`src/rtl/bot_pkg.sv`:
```
// Shared types for the line-following bot: LED colour codes, node detector
// state encoding and the sensor pattern that marks a node.
package bot_pkg;

  localparam int unsigned LINE_W = 3;

  // {left, centre, right} all reading black.
  localparam logic [LINE_W-1:0] LINE_ALL_BLACK = 3'b111;

  // Colour request understood by the LED driver.
  typedef enum logic [1:0] {
    GLOW_OFF   = 2'b00,
    GLOW_RED   = 2'b01,
    GLOW_BLUE  = 2'b10,
    GLOW_GREEN = 2'b11
  } glow_t;

  typedef enum logic [1:0] {
    ND_IDLE,
    ND_CONFIRM,
    ND_AT_NODE,
    ND_HOLDOFF
  } nd_state_t;

  // Step the node colour sequence RED -> BLUE -> GREEN -> RED.
  // This replaces a mod-3 divider.
  function automatic glow_t glow_rotate(input glow_t g);
    case (g)
      GLOW_RED:  return GLOW_BLUE;
      GLOW_BLUE: return GLOW_GREEN;
      default:   return GLOW_RED;
    endcase
  endfunction

endpackage

```
`src/rtl/node_detector_if.sv`:
```
// Node/LED bundle: the detector drives it, and the LED driver and path
// planner read it.
interface node_detector_if;
  import bot_pkg::*;

  logic       node_flag;
  logic [7:0] node;
  glow_t      glow_code;
  logic       at_node;

  modport master (output node_flag, node, glow_code, at_node);
  modport slave  (input  node_flag, node, glow_code, at_node);

endinterface

```
`src/rtl/node_detector_pattern_debouncer.sv`:
```
// Counts consecutive samples that match (or, with invert set, differ from)
// a pattern. stable is high in the sample that completes DEBOUNCE matches.
// The count restarts whenever arm is low or a sample breaks the run.
module pattern_debouncer
  import bot_pkg::*;
#(
  parameter int unsigned DEBOUNCE = 1000
) (
  input  logic              clk_50M,
  input  logic              reset,
  input  logic              arm,
  input  logic [LINE_W-1:0] line_sense,
  input  logic [LINE_W-1:0] pattern,
  input  logic              invert,
  output logic              stable
);

  localparam int unsigned       CNT_W = $clog2(DEBOUNCE) + 1;
  localparam logic [CNT_W-1:0]  LIMIT = CNT_W'(DEBOUNCE);

  logic [CNT_W-1:0] cnt_q, cnt_d;
  logic             hit;

  // Run length of qualifying samples, saturating at the limit.
  always_comb begin
    // NOTE: every signal gets a default first. No path through this block
    // leaves one unassigned, so no latch is inferred.
    hit   = (line_sense == pattern) ^ invert;
    cnt_d = '0;
    if (arm && hit) begin
      cnt_d = (cnt_q < LIMIT) ? cnt_q + CNT_W'(1) : cnt_q;
    end
  end

  assign stable = arm && hit && (cnt_q >= LIMIT - CNT_W'(1));

  // Counter register with synchronous reset.
  always_ff @(posedge clk_50M) begin
    // NOTE: non-blocking assignments, so every flop updates from values
    // taken before the edge, in any order of evaluation.
    if (reset) cnt_q <= '0;
    else       cnt_q <= cnt_d;
  end

endmodule

```
`src/rtl/node_detector.sv`:
```
// Node detector. It declares a node when all three line sensors read black
// for DEBOUNCE cycles. On each node it pulses node_flag, counts the node and
// requests an LED colour for GLOW_CYCLES cycles. After the node is left, it
// ignores the line for HOLDOFF cycles.
module node_detector
  import bot_pkg::*;
#(
  parameter int unsigned DEBOUNCE    = 1000,
  parameter int unsigned HOLDOFF     = 50000,
  parameter int unsigned GLOW_CYCLES = 25_000_000
) (
  input  logic              clk_50M,
  input  logic              reset,
  input  logic              enable,
  input  logic [LINE_W-1:0] line_sense,
  node_detector_if.master   nd
);

  localparam int unsigned        HOLD_W    = $clog2(HOLDOFF) + 1;
  localparam int unsigned        GLOW_W    = $clog2(GLOW_CYCLES) + 1;
  localparam logic [HOLD_W-1:0]  HOLD_LAST = HOLD_W'(HOLDOFF - 1);
  localparam logic [GLOW_W-1:0]  GLOW_LOAD = GLOW_W'(GLOW_CYCLES);

  nd_state_t         state_q, state_d;
  logic              flag_q, flag_d;
  logic [7:0]        node_q, node_d;
  glow_t             colour_q, colour_d;
  glow_t             mod3_q, mod3_d;
  logic [GLOW_W-1:0] glow_cnt_q, glow_cnt_d;
  logic [HOLD_W-1:0] hold_q, hold_d;
  logic              confirm;

  logic entry_arm, entry_stable;
  logic exit_arm, exit_stable;

  // The entry run starts counting in IDLE. This makes the first black
  // sample count as 1.
  assign entry_arm = enable && (state_q == ND_IDLE || state_q == ND_CONFIRM);
  assign exit_arm  = enable && (state_q == ND_AT_NODE);

  pattern_debouncer #(.DEBOUNCE(DEBOUNCE)) u_entry (
    .clk_50M    (clk_50M),
    .reset      (reset),
    .arm        (entry_arm),
    .line_sense (line_sense),
    .pattern    (LINE_ALL_BLACK),
    .invert     (1'b0),
    .stable     (entry_stable)
  );

  pattern_debouncer #(.DEBOUNCE(DEBOUNCE)) u_exit (
    .clk_50M    (clk_50M),
    .reset      (reset),
    .arm        (exit_arm),
    .line_sense (line_sense),
    .pattern    (LINE_ALL_BLACK),
    .invert     (1'b1),
    .stable     (exit_stable)
  );

  // Next-state logic, holdoff count, node count and glow timer update.
  always_comb begin
    state_d    = state_q;
    flag_d     = 1'b0;
    node_d     = node_q;
    colour_d   = colour_q;
    mod3_d     = mod3_q;
    hold_d     = '0;
    confirm    = 1'b0;
    glow_cnt_d = (glow_cnt_q != '0) ? glow_cnt_q - GLOW_W'(1) : glow_cnt_q;

    if (!enable) begin
      state_d = ND_IDLE;
    end else begin
      case (state_q)
        ND_IDLE: begin
          if (entry_stable)                      confirm = 1'b1;
          else if (line_sense == LINE_ALL_BLACK) state_d = ND_CONFIRM;
        end
        ND_CONFIRM: begin
          if (entry_stable)                      confirm = 1'b1;
          else if (line_sense != LINE_ALL_BLACK) state_d = ND_IDLE;
        end
        ND_AT_NODE: begin
          if (exit_stable) state_d = ND_HOLDOFF;
        end
        ND_HOLDOFF: begin
          if (hold_q == HOLD_LAST) state_d = ND_IDLE;
          else                     hold_d  = hold_q + HOLD_W'(1);
        end
        default: state_d = ND_IDLE;
      endcase
    end

    // A confirmation restarts the glow timer, even if it is still running.
    if (confirm) begin
      state_d    = ND_AT_NODE;
      flag_d     = 1'b1;
      node_d     = node_q + 8'd1;
      colour_d   = mod3_q;
      mod3_d     = glow_rotate(mod3_q);
      glow_cnt_d = GLOW_LOAD;
    end
  end

  // State and datapath registers with synchronous reset.
  always_ff @(posedge clk_50M) begin
    if (reset) begin
      state_q    <= ND_IDLE;
      flag_q     <= 1'b0;
      node_q     <= '0;
      colour_q   <= GLOW_OFF;
      mod3_q     <= GLOW_RED;
      glow_cnt_q <= '0;
      hold_q     <= '0;
    end else begin
      state_q    <= state_d;
      flag_q     <= flag_d;
      node_q     <= node_d;
      colour_q   <= colour_d;
      mod3_q     <= mod3_d;
      glow_cnt_q <= glow_cnt_d;
      hold_q     <= hold_d;
    end
  end

  assign nd.node_flag = flag_q;
  assign nd.node      = node_q;
  assign nd.glow_code = (glow_cnt_q != '0) ? colour_q : GLOW_OFF;
  assign nd.at_node   = (state_q == ND_AT_NODE);

endmodule
```
`src/flat_wrapper.sv`:
```
// flat-port wrapper written by rule: the top's interface ports become plain ports
module node_detector_flat import bot_pkg::*;
#(
  parameter int unsigned DEBOUNCE    = 1000,
  parameter int unsigned HOLDOFF     = 50000,
  parameter int unsigned GLOW_CYCLES = 25_000_000
)
  (clk_50M, reset, enable, line_sense, nd_node_flag, nd_node, nd_glow_code, nd_at_node);
  node_detector_if nd_i ();
  input  logic clk_50M;
  input  logic reset;
  input  logic enable;
  input  logic [LINE_W-1:0] line_sense;
  output wire logic [$bits(nd_i.node_flag)-1:0] nd_node_flag;
  output wire logic [$bits(nd_i.node)-1:0] nd_node;
  output wire logic [$bits(nd_i.glow_code)-1:0] nd_glow_code;
  output wire logic [$bits(nd_i.at_node)-1:0] nd_at_node;
  assign nd_node_flag = nd_i.node_flag;
  assign nd_node = nd_i.node;
  assign nd_glow_code = nd_i.glow_code;
  assign nd_at_node = nd_i.at_node;
  node_detector #(.DEBOUNCE(DEBOUNCE), .HOLDOFF(HOLDOFF), .GLOW_CYCLES(GLOW_CYCLES)) u_core (.clk_50M(clk_50M), .reset(reset), .enable(enable), .line_sense(line_sense), .nd(nd_i));
endmodule
```
`config.mk`:
```
export PLATFORM = sky130hd
export DESIGN_NAME = node_detector_flat
export DESIGN_NICKNAME = d
export VERILOG_FILES = /design/src/rtl/bot_pkg.sv /design/src/rtl/node_detector_if.sv /design/src/rtl/node_detector_pattern_debouncer.sv /design/src/rtl/node_detector.sv /design/src/flat_wrapper.sv
export SDC_FILE = /design/constraint.sdc
export NUM_CORES = 1
export LEC_CHECK = 0
export BUFFER_PORTS_ARGS = -buffer_cell sky130_fd_sc_hd__buf_2
export CORE_MARGIN = 4
export CORE_UTILIZATION = 55
export CTS_BUF_LIST = sky130_fd_sc_hd__clkbuf_8 sky130_fd_sc_hd__clkbuf_16
export CTS_CLUSTER_SIZE = 20
export DETAILED_ROUTE_END_ITERATION = 8
export GPL_ROUTABILITY_DRIVEN = 0
export PLACE_DENSITY = 0.83
export SLEW_MARGIN = 25
export SYNTH_ARGS = -nofsm -noshare
export SYNTH_HDL_FRONTEND = slang
export SYNTH_SLANG_ARGS = --single-unit
```
`constraint.sdc`:
```
create_clock -name clk_50M -period 2.2 [get_ports clk_50M]
set_input_delay 0.11 -clock clk_50M [delete_from_list [all_inputs] [get_ports clk_50M]]
set_output_delay 0.11 -clock clk_50M [all_outputs]
set_load 0.05 [all_outputs]
```
==> results of run 1 <==
[layer usage]
metal	GRT usage [%]	part of all wire [%]	vias to the layer above
li1	-	-	1523
met1	24.0	43	1452
met2	33.3	51	94
met3	5.09	5.1	10
met4	4.72	1.1	0
met5	0	0	-
[power breakdown]
part	internal [mW]	switching (mW)
Sequential	1.62	0.206
Combinational	0.984	1.30
Clock	0.814	0.516
Total	3.42	2.02
[logic make-up (layout without fill, tap and decap cells)]
family                   count (synthesis)  in the layout  share of synthesized area [%]
buffers and inverters                   30             67                           4.09
multiplexers                             4              4                           1.08
adder cells (fa/ha/maj)                  6              6                           2.03
flip-flops                              80             80                           43.3
XOR/XNOR                                56             56                           13.3
AND/OR/NAND/NOR                        181            181                           26.1
AO/OA/AOI/OAI                           54             54                           10.2
[cell type report]
class,instances,area share (%)
timing repair buffer,41,6.90
clock inverter,5,2.39
inverter,10,0.873
sequential,80,37.3
multi-input combinational,301,46.7
clock buffer,11,3.52
tap,77,2.24
[through the flow]
stage | setup TNS [ns] | utilization, % | cell area [sq um] | cells | setup WS (ns)
3_5_place_dp | -0.0498 | 61.0 | 3920 | 505 | -0.0498
5_1_grt | -0.782 | 66.9 | 4300 | 525 | -0.243
2_1_floorplan | -0.107 | - | 3700 | 411 | -0.0534
4_1_cts | -0.503 | 66.0 | 4240 | 524 | -0.229
6_report | -0.370 | 66.9 | 4300 | 525 | -0.183
3_3_place_gp | 0 | 61.0 | 3920 | 505 | 0.0517
[final timing paths]
path	startpoint	cells past startpoint	slack, ns	end
max	u_core.glow_cnt_q[4]	5	-0.18	nd_glow_code[1]
min	reset	2	0.17	u_core.nd.node[6]
max reg2reg	u_core.glow_cnt_q[4]	6	0	u_core.glow_cnt_q[14]
min reg2reg	u_core.u_exit.cnt_q[10]	2	0.46	u_core.u_exit.cnt_q[10]
[cell usage after synthesis, types with 2 or more instances]
| cell | number | share of area, % |
|---|---|---|
| or4_1 | 5 | 1.0 |
| nand2_1 | 14 | 1.4 |
| clkbuf_1 | 14 | 1.4 |
| inv_1 | 10 | 1.0 |
| nor3_1 | 12 | 1.6 |
| or2_2 | 2 | 0.34 |
| and3_1 | 7 | 1.2 |
| nand2b_1 | 4 | 0.68 |
| o21ai_0 | 11 | 1.5 |
| or4_4 | 3 | 0.91 |
| a211oi_1 | 4 | 0.81 |
| or3_1 | 4 | 0.68 |
| nor2_1 | 64 | 6.5 |
| and4_1 | 7 | 1.7 |
| nand3_1 | 21 | 2.8 |
| o211ai_1 | 5 | 1.0 |
| a22o_1 | 3 | 0.71 |
| o21ai_1 | 2 | 0.27 |
| nor2b_1 | 5 | 0.85 |
| a21oi_1 | 11 | 1.5 |
| a31oi_1 | 5 | 0.85 |
| buf_6 | 5 | 1.5 |
| dfxtp_1 | 80 | 43 |
| mux2i_1 | 4 | 1.1 |
| nor4_1 | 11 | 1.9 |
| xor2_1 | 30 | 7.1 |
| xnor2_1 | 26 | 6.2 |
| a2111oi_0 | 3 | 0.71 |
| and2_1 | 2 | 0.34 |
| nand4_1 | 13 | 2.2 |
| nor4b_1 | 2 | 0.47 |
| ha_1 | 6 | 2.0 |
| a21o_1 | 2 | 0.41 |
[layout by cell type, fill, tap and decap left out, drive strengths merged, types with 12 or more instances in the layout]
cell type / instances
nor3: 12
nor2: 65
nand3: 21
dfxtp: 80
nand4: 13
o21ai: 13
xor2: 30
buf: 41
nor4: 13
xnor2: 26
nand2: 14
[state kept, by name (all words and copies together) (netlist names)]
register,cells
u_core.nd.node,8
u_core.u_exit.cnt_q,11
u_core.glow_cnt_q,26
u_core.mod3_q,2
u_core.colour_q,2
u_core.nd.node_flag,1
u_core.hold_q,17
u_core.state_q,2
u_core.u_entry.cnt_q,11
[worst max-delay path: cells and delay by family, from the launching register on]
kind          cells  cell delay [ns]
buf+inv           1             0.14
flops             1             0.32
simple gates      4             1.47
[repair_timing]
item / in CTS / in global routing
endpoints found under the setup margin: 3 / 16
buffers inserted: 3 / 1
pin swaps: 7 / 12
resized for setup: 15 / 17
==> out/results.ini, run 1 <==
[status]
outcome = finished, violations left
violated_checks = negative setup slack

[floorplanning]
die_w_microns = 90.0
initial_util_pct = 57.6
area_enclosed_by_the_die_boundary_sq_mm = 0.00810
die-height_microns = 90.0
top_level_ports = 18
std_cell_rows = 29
area_of_the_placeable_core_sq_mm = 0.00642

[clock_tree]
clock_tree.root_cell = clkbuf_8
path_clk_slew_ns = 0.08
tritoncts = done
clock_sink_count = 80
bufs_on_longest_clock_path = 2
tritoncts_buffer_count = 9
cts-hold-fix-buffers = 0
clock_tree.htree_level_count = 3
insertion_delay_of_the_later_clocked_pin_in_the_worst_skew_pair_ns = 0.34

[route]
drc = 0
drt_wl_total_microns = 7870
dr.pass1.iters = 5
vias_per_cell = 5.86
via_count = 3079
routed_wire_length_per_instance_microns = 15.0
ant_nets = 0
drt-initial-drc-count = 196

[setup_path]
critical-path-max-stage-delay_ns = 0.54
arrival_worst_endpoint_ns = 2.27
critPathMostFrequentCell = or4_4
worst-endpoint-required_ns = 2.09
start_kind = flop
critPathCaptureType = primary output
crit_type = flop to primary output
critical-path-slowest-cell = or4_4
critical_path.cell_chain = or4_4 -> or4_4 -> or2_4 -> and2_4 -> buf_8
worst-path-max-fanout = 3

[logic_synthesis]
ys_ff_latch = 80
syn_nets = 423
unique_cell_type_count_in_the_yosys_netlist = 47
netlist_area_sq_mm = 0.00370
seq_area_frac_synth_pct = 43.3
synthCells = 411
synth-warning-count = 0
ys.flop_type = dfxtp_1
post_synth_edffs = 0
synth_area_per_cell_sq_um = 9.00
asyncSetResetFlopFracSynth_pct = 0

[sta]
final.setup_skew_ns = 0.0120
fmax_mhz = 420
hold_slack_ns = 0.174
rsz0062_at_grt = yes
tightestPinTransition_ns = 0.616
finalMaxSlewViolations = 0
post_layout_min_period_ns = 2.38
setup_slack_ns = -0.183
slew_headroom_pct = 58.7
timing.final.setup_violations = 3
report.final.hold_viol_count = 0
final.period_utilization_pct = 108

[cells_and_area]
drive_above_1_share_pct = 18.1
flow.area_growth_from_synthesis_pct = 16.2
fillerInstances = 483
final-seq-area_sq_mm = 0.00161
fin_nets = 455
diodes = 0
multiInputGateArea_sq_mm = 0.00201

[global_route]
initial_antenna_violation_count = 0
grt.overflow.total = 0
pin_count_of_the_biggest_net_entering_global_routing = 22
grt_use_total_pct = 19.3
grt_first_pass_wirelength_microns = 13200
first_global_vias = 2905

[placed_design]
dp_hpwl_microns = 5310
port_buffers = 17

[pwr]
p_leak_nw = 1.59
post-layout-total-power_mw = 5.43
ir_drop_mv = 0.588
power_per_cell_area_mw_per_mm2 = 1260

[job]
max_cap_viol_count = 0

[worst_hold_path]
hold_path_class = primary input to flop

Note: power is estimated with default switching activity, not from simulation.
==> run 2, diff against run 1 <==
--- a/config.mk
+++ b/config.mk
@@ -7,12 +7,13 @@
 export LEC_CHECK = 0
 export BUFFER_PORTS_ARGS = -buffer_cell sky130_fd_sc_hd__buf_2
 export CORE_MARGIN = 4
-export CORE_UTILIZATION = 55
+export CORE_UTILIZATION = 40
 export CTS_BUF_LIST = sky130_fd_sc_hd__clkbuf_8 sky130_fd_sc_hd__clkbuf_16
 export CTS_CLUSTER_SIZE = 20
 export DETAILED_ROUTE_END_ITERATION = 8
 export GPL_ROUTABILITY_DRIVEN = 0
-export PLACE_DENSITY = 0.83
+export MAX_ROUTING_LAYER = met4
+export PLACE_DENSITY = 0.66
 export SLEW_MARGIN = 25
 export SYNTH_ARGS = -nofsm -noshare
 export SYNTH_HDL_FRONTEND = slang
==> out/results.ini, run 2 (synthesis results as in run 1) <==
[setup_path]
crit_type = flop to primary output
critPathCaptureType = primary output
critical-path-max-stage-delay_ns = 0.55
critPathMostFrequentCell = or4_4
arrival_worst_endpoint_ns = 2.28
critical_path.cell_chain = or4_4 -> or4_4 -> or2_4 -> and2_4 -> buf_8
start_kind = flop
worst-path-max-fanout = 3
critical-path-slowest-cell = or4_4
worst-endpoint-required_ns = 2.09

[cells_and_area]
layout_commonest_cell = dfxtp_1
diodes = 0
largest_registers = u_core.glow_cnt_q x26, u_core.hold_q x17
drive_above_1_share_pct = 18.3
flow.area_growth_from_synthesis_pct = 17.5
most-common-layout-cells = 79 x dfxtp_1, 64 x nor2_1, 30 x xor2_1
largest_reg_flops = 26
largest-register = u_core.glow_cnt_q
fin_nets = 456
fillerInstances = 842
post-route-util_pct = 49.1

[clock_tree]
clock_tree.root_cell = clkbuf_8
cts-hold-fix-buffers = 0
clock_sink_count = 80
tritoncts_buffer_count = 9
path_clk_slew_ns = 0.09
bufs_on_longest_clock_path = 2
tritoncts = done
insertion_delay_of_the_later_clocked_pin_in_the_worst_skew_pair_ns = 0.35
clock_tree.htree_level_count = 3

[global_route]
grt.overflow.total = 0
first_global_vias = 2768
pin_count_of_the_biggest_net_entering_global_routing = 22
initial_antenna_violation_count = 0
grt_use_total_pct = 14.9
grt_first_pass_wirelength_microns = 13200

[status]
outcome = finished, violations left
violated_checks = negative setup slack

[sta]
finalMaxSlewViolations = 0
rsz0062_at_grt = yes
fmax_mhz = 419
final.setup_skew_ns = 0.0107
tightestPinTransition_ns = 0.588
post_layout_min_period_ns = 2.39
final.period_utilization_pct = 109
setup_slack_ns = -0.189
timing.final.setup_violations = 12
slew_headroom_pct = 60.5
report.final.hold_viol_count = 0

[route]
ant_nets = 0
drt_wl_total_microns = 7430
drt-initial-drc-count = 117
vias_per_cell = 5.30
routed_wire_length_per_instance_microns = 13.3
dr.pass1.iters = 4
via_count = 2951
drc = 0

[worst_hold_path]
hold_path_class = primary input to flop

[placed_design]
port_buffers = 17
dp_hpwl_microns = 5090

[floorplanning]
std_cell_rows = 34
die-height_microns = 104
top_level_ports = 18
die_w_microns = 104
area_of_the_placeable_core_sq_mm = 0.00885
initial_util_pct = 41.8
area_enclosed_by_the_die_boundary_sq_mm = 0.0109

[job]
max_cap_viol_count = 0

[pwr]
power_per_cell_area_mw_per_mm2 = 1240
p_leak_nw = 1.59
post-layout-total-power_mw = 5.39
ir_drop_mv = 0.649

run 2: final cells by class:
type                            instances  area, sq um  area share, %
Clock inverter                          6          115           2.65
Inverter                               10         37.5          0.864
Multi-Input combinational cell        301         2010           46.3
Clock buffer                           10          138           3.17
Sequential cell                        80         1600           36.9
Timing Repair Buffer                   42          304           6.99
Tap cell                              108          135           3.11
run 2: critical path: cells and delay by family (launching register included):
family,cells,cell delay (ns)
buffers and inverters,1,0.14
DFF,1,0.32
and+or+nand+nor,4,1.48
run 2: path summary, 6_finish.rpt:
path	slack, ns	start	cells after the start	endpoint
setup / recovery	-0.19	u_core.glow_cnt_q[3]	5	nd_glow_code[1]
hold / removal	0.15	reset	2	u_core.nd.node[6]
setup reg to reg	-0.13	u_core.glow_cnt_q[3]	9	u_core.glow_cnt_q[22]
hold reg to reg	0.46	u_core.hold_q[0]	1	u_core.hold_q[0]
run 2: metrics by stage:
step                hold WS [ns]  setup WS [ns]  cells  TNS [ns]  cell area (sq um)
floorplan                  0.362        -0.0534    411    -0.107               3700
global placement           0.440         0.0448    537         0               3970
detailed placement         0.450         0.0326    537         0               3970
CTS                        0.142         -0.210    556    -0.420               4280
global route               0.166         -0.248    557     -2.35               4350
finish                     0.154         -0.189    557     -1.10               4350
run 2: power by group:
group / internal [mW] / total, mW / leakage, nW / switching [mW]
clock network: 0.791 / 1.34 / 0.123 / 0.546
registers: 1.61 / 1.81 / 0.648 / 0.193
logic: 0.987 / 2.25 / 0.824 / 1.26
run 2: timing repair:
action,4_1_cts,5_1_grt
hold endpoints to repair,0,0
endpoints found under the setup margin,2,18
pin swaps,10,14
gates resized for setup,13,18
buffers inserted,3,1
run 2: per-layer routing:
| layer | vias to the layer above | GRT usage (%) | share of wire, % |
|---|---|---|---|
| met5 | - | - | 0 |
| met4 | 0 | 5.13 | 2.2 |
| met3 | 12 | 3.91 | 3.1 |
| met2 | 43 | 23.4 | 47 |
| met1 | 1374 | 18.5 | 48 |
| li1 | 1522 | - | - |
==> run 3, diff against run 2 <==
--- a/config.mk
+++ b/config.mk
@@ -6,7 +6,7 @@
 export NUM_CORES = 1
 export LEC_CHECK = 0
 export BUFFER_PORTS_ARGS = -buffer_cell sky130_fd_sc_hd__buf_2
-export CORE_MARGIN = 4
+export CORE_MARGIN = 5
 export CORE_UTILIZATION = 40
 export CTS_BUF_LIST = sky130_fd_sc_hd__clkbuf_8 sky130_fd_sc_hd__clkbuf_16
 export CTS_CLUSTER_SIZE = 20
==> out/results.ini, run 3 (synthesis results as in run 1) <==
[global_route]
grt_use_total_pct = 14.6
grt.overflow.total = 0
initial_antenna_violation_count = 0
first_global_vias = 2870
pin_count_of_the_biggest_net_entering_global_routing = 22
grt_first_pass_wirelength_microns = 13200

[clock_tree]
insertion_delay_of_the_later_clocked_pin_in_the_worst_skew_pair_ns = 0.35
path_clk_slew_ns = 0.08
clock_sink_count = 80
tritoncts = done
tritoncts_buffer_count = 9
clock_tree.htree_level_count = 3
bufs_on_longest_clock_path = 2
cts-hold-fix-buffers = 0
clock_tree.root_cell = clkbuf_8

[cells_and_area]
largest-register = u_core.glow_cnt_q
drive_above_1_share_pct = 18.7
most-common-layout-cells = 79 x dfxtp_1, 63 x nor2_1, 30 x xor2_1
diodes = 0
finalNonFillerCells = 560
flow.area_growth_from_synthesis_pct = 16.3
fin_nets = 456
layout_commonest_cell = dfxtp_1
fillerInstances = 884
finalInstanceArea_sq_mm = 0.00430
multiInputGateArea_sq_mm = 0.00203
largest_registers = u_core.glow_cnt_q x26, u_core.hold_q x17
final-seq-area_sq_mm = 0.00160
largest_reg_flops = 26

[sta]
finalMaxSlewViolations = 0
post_layout_min_period_ns = 2.40
final.setup_skew_ns = 0.00942
setup_slack_ns = -0.197
slew_headroom_pct = 57.7
tns_ns = -0.655
report.final.hold_viol_count = 0
tightestPinTransition_ns = 0.618
rsz0062_at_grt = yes
final.period_utilization_pct = 109
timing.final.setup_violations = 6
fmax_mhz = 417

[setup_path]
worst-path-max-fanout = 3
crit_type = flop to primary output
arrival_worst_endpoint_ns = 2.29
startpoint_of_the_worst_setup_timing_path = u_core.glow_cnt_q[8]
rrSetupSlack_ns = -0.13
critical_path.reg2reg.startpoint = u_core.glow_cnt_q[8]
worst-endpoint-required_ns = 2.09
start_kind = flop
worst_r2r_path_depth = 8
critPathCaptureType = primary output
r2r-end = u_core.glow_cnt_q[6]

[job]
max_cap_viol_count = 0

[route]
drt-initial-drc-count = 69
drc = 0
routed_wire_length_per_instance_microns = 13.6
via_count = 2952
drt_wl_total_microns = 7610
ant_nets = 0
dr.pass1.iters = 4
vias_per_cell = 5.27

[status]
outcome = finished, violations left
violated_checks = negative setup slack

[worst_hold_path]
hold_path_class = primary input to flop
whs_path_depth = 2
hold_path_startpoint = reset
hold_path_sink = u_core.nd.node[3]

[pwr]
post-layout-total-power_mw = 5.15
ir_drop_mv = 0.658
power_per_cell_area_mw_per_mm2 = 1200
p_leak_nw = 1.58

[placed_design]
preCtsSetupSlack_ns = 0.0429
placed_cells_incl_taps = 539
dp_hpwl_microns = 5260
port_buffers = 17
dpl-instance-area_sq_mm = 0.00396

[floorplanning]
die_w_microns = 106
std_cell_rows = 35
initial_util_pct = 40.6
top_level_ports = 18
area_of_the_placeable_core_sq_mm = 0.00911
area_enclosed_by_the_die_boundary_sq_mm = 0.0113
die-height_microns = 106

-- run 3: cell types whose count changed in the layout (fill, tap and decap cells not counted), moves of 2 or more --
cell,previous run,this run
bufinv_16,3,1
o21ai_0,6,8
clkinv_2,0,3
o21ai_1,6,3
-- run 3: area by class of cell --
class / count / share of cell area [%]
multi-input cells: 301 / 47.1
flip-flops and latches: 80 / 37.2
repair buffers: 42 / 7.06
inverters: 10 / 0.872
clock buffers: 9 / 2.88
clock inverters: 7 / 1.66
well taps: 111 / 3.23
-- run 3: where the power goes --
group | switching [mW] | internal (mW)
Clock | 0.536 | 0.526
Combinational | 1.28 | 1.00
Sequential | 0.201 | 1.61
Total | 2.02 | 3.14
-- run 3: worst max path at each step --
stage | to | cells past startpoint
floorplan | nd_glow_code[0] | 6
global placement | nd_glow_code[1] | 5
detailed placement | nd_glow_code[1] | 5
CTS | nd_glow_code[1] | 5
global route | nd_glow_code[0] | 5
finish | nd_glow_code[1] | 5
-- run 3: worst max-delay path: stages, from the launching register on --
cell     delay, ns
dfxtp_2       0.33
or4_4         0.54
or4_4         0.54
or2_4         0.26
and2_4        0.14
buf_8         0.14
-- run 3: stage by stage --
step	util [%]	hold slack (ns)
floorplan	-	0.362
global placement	43.5	0.439
detailed placement	43.5	0.457
CTS	46.3	0.131
global route	47.3	0.138
finish	47.3	0.170
-- run 3: routing by layer --
| layer | share of wire, % | up-vias | GRT usage, % | wire, microns |
|---|---|---|---|---|
| li1 | - | 1523 | - | - |
| met1 | 47 | 1370 | 17.7 | 3590 |
| met2 | 48 | 44 | 23.5 | 3640 |
| met3 | 3.3 | 15 | 3.95 | 248 |
| met4 | 1.7 | 0 | 4.72 | 133 |
| met5 | 0 | - | - | 0 |
-- run 3: timing repair --
item / in CTS / in global routing
buffers inserted: 3 / 3
setup endpoints to repair: 2 / 17
resized for setup: 15 / 17
pin swaps: 8 / 7
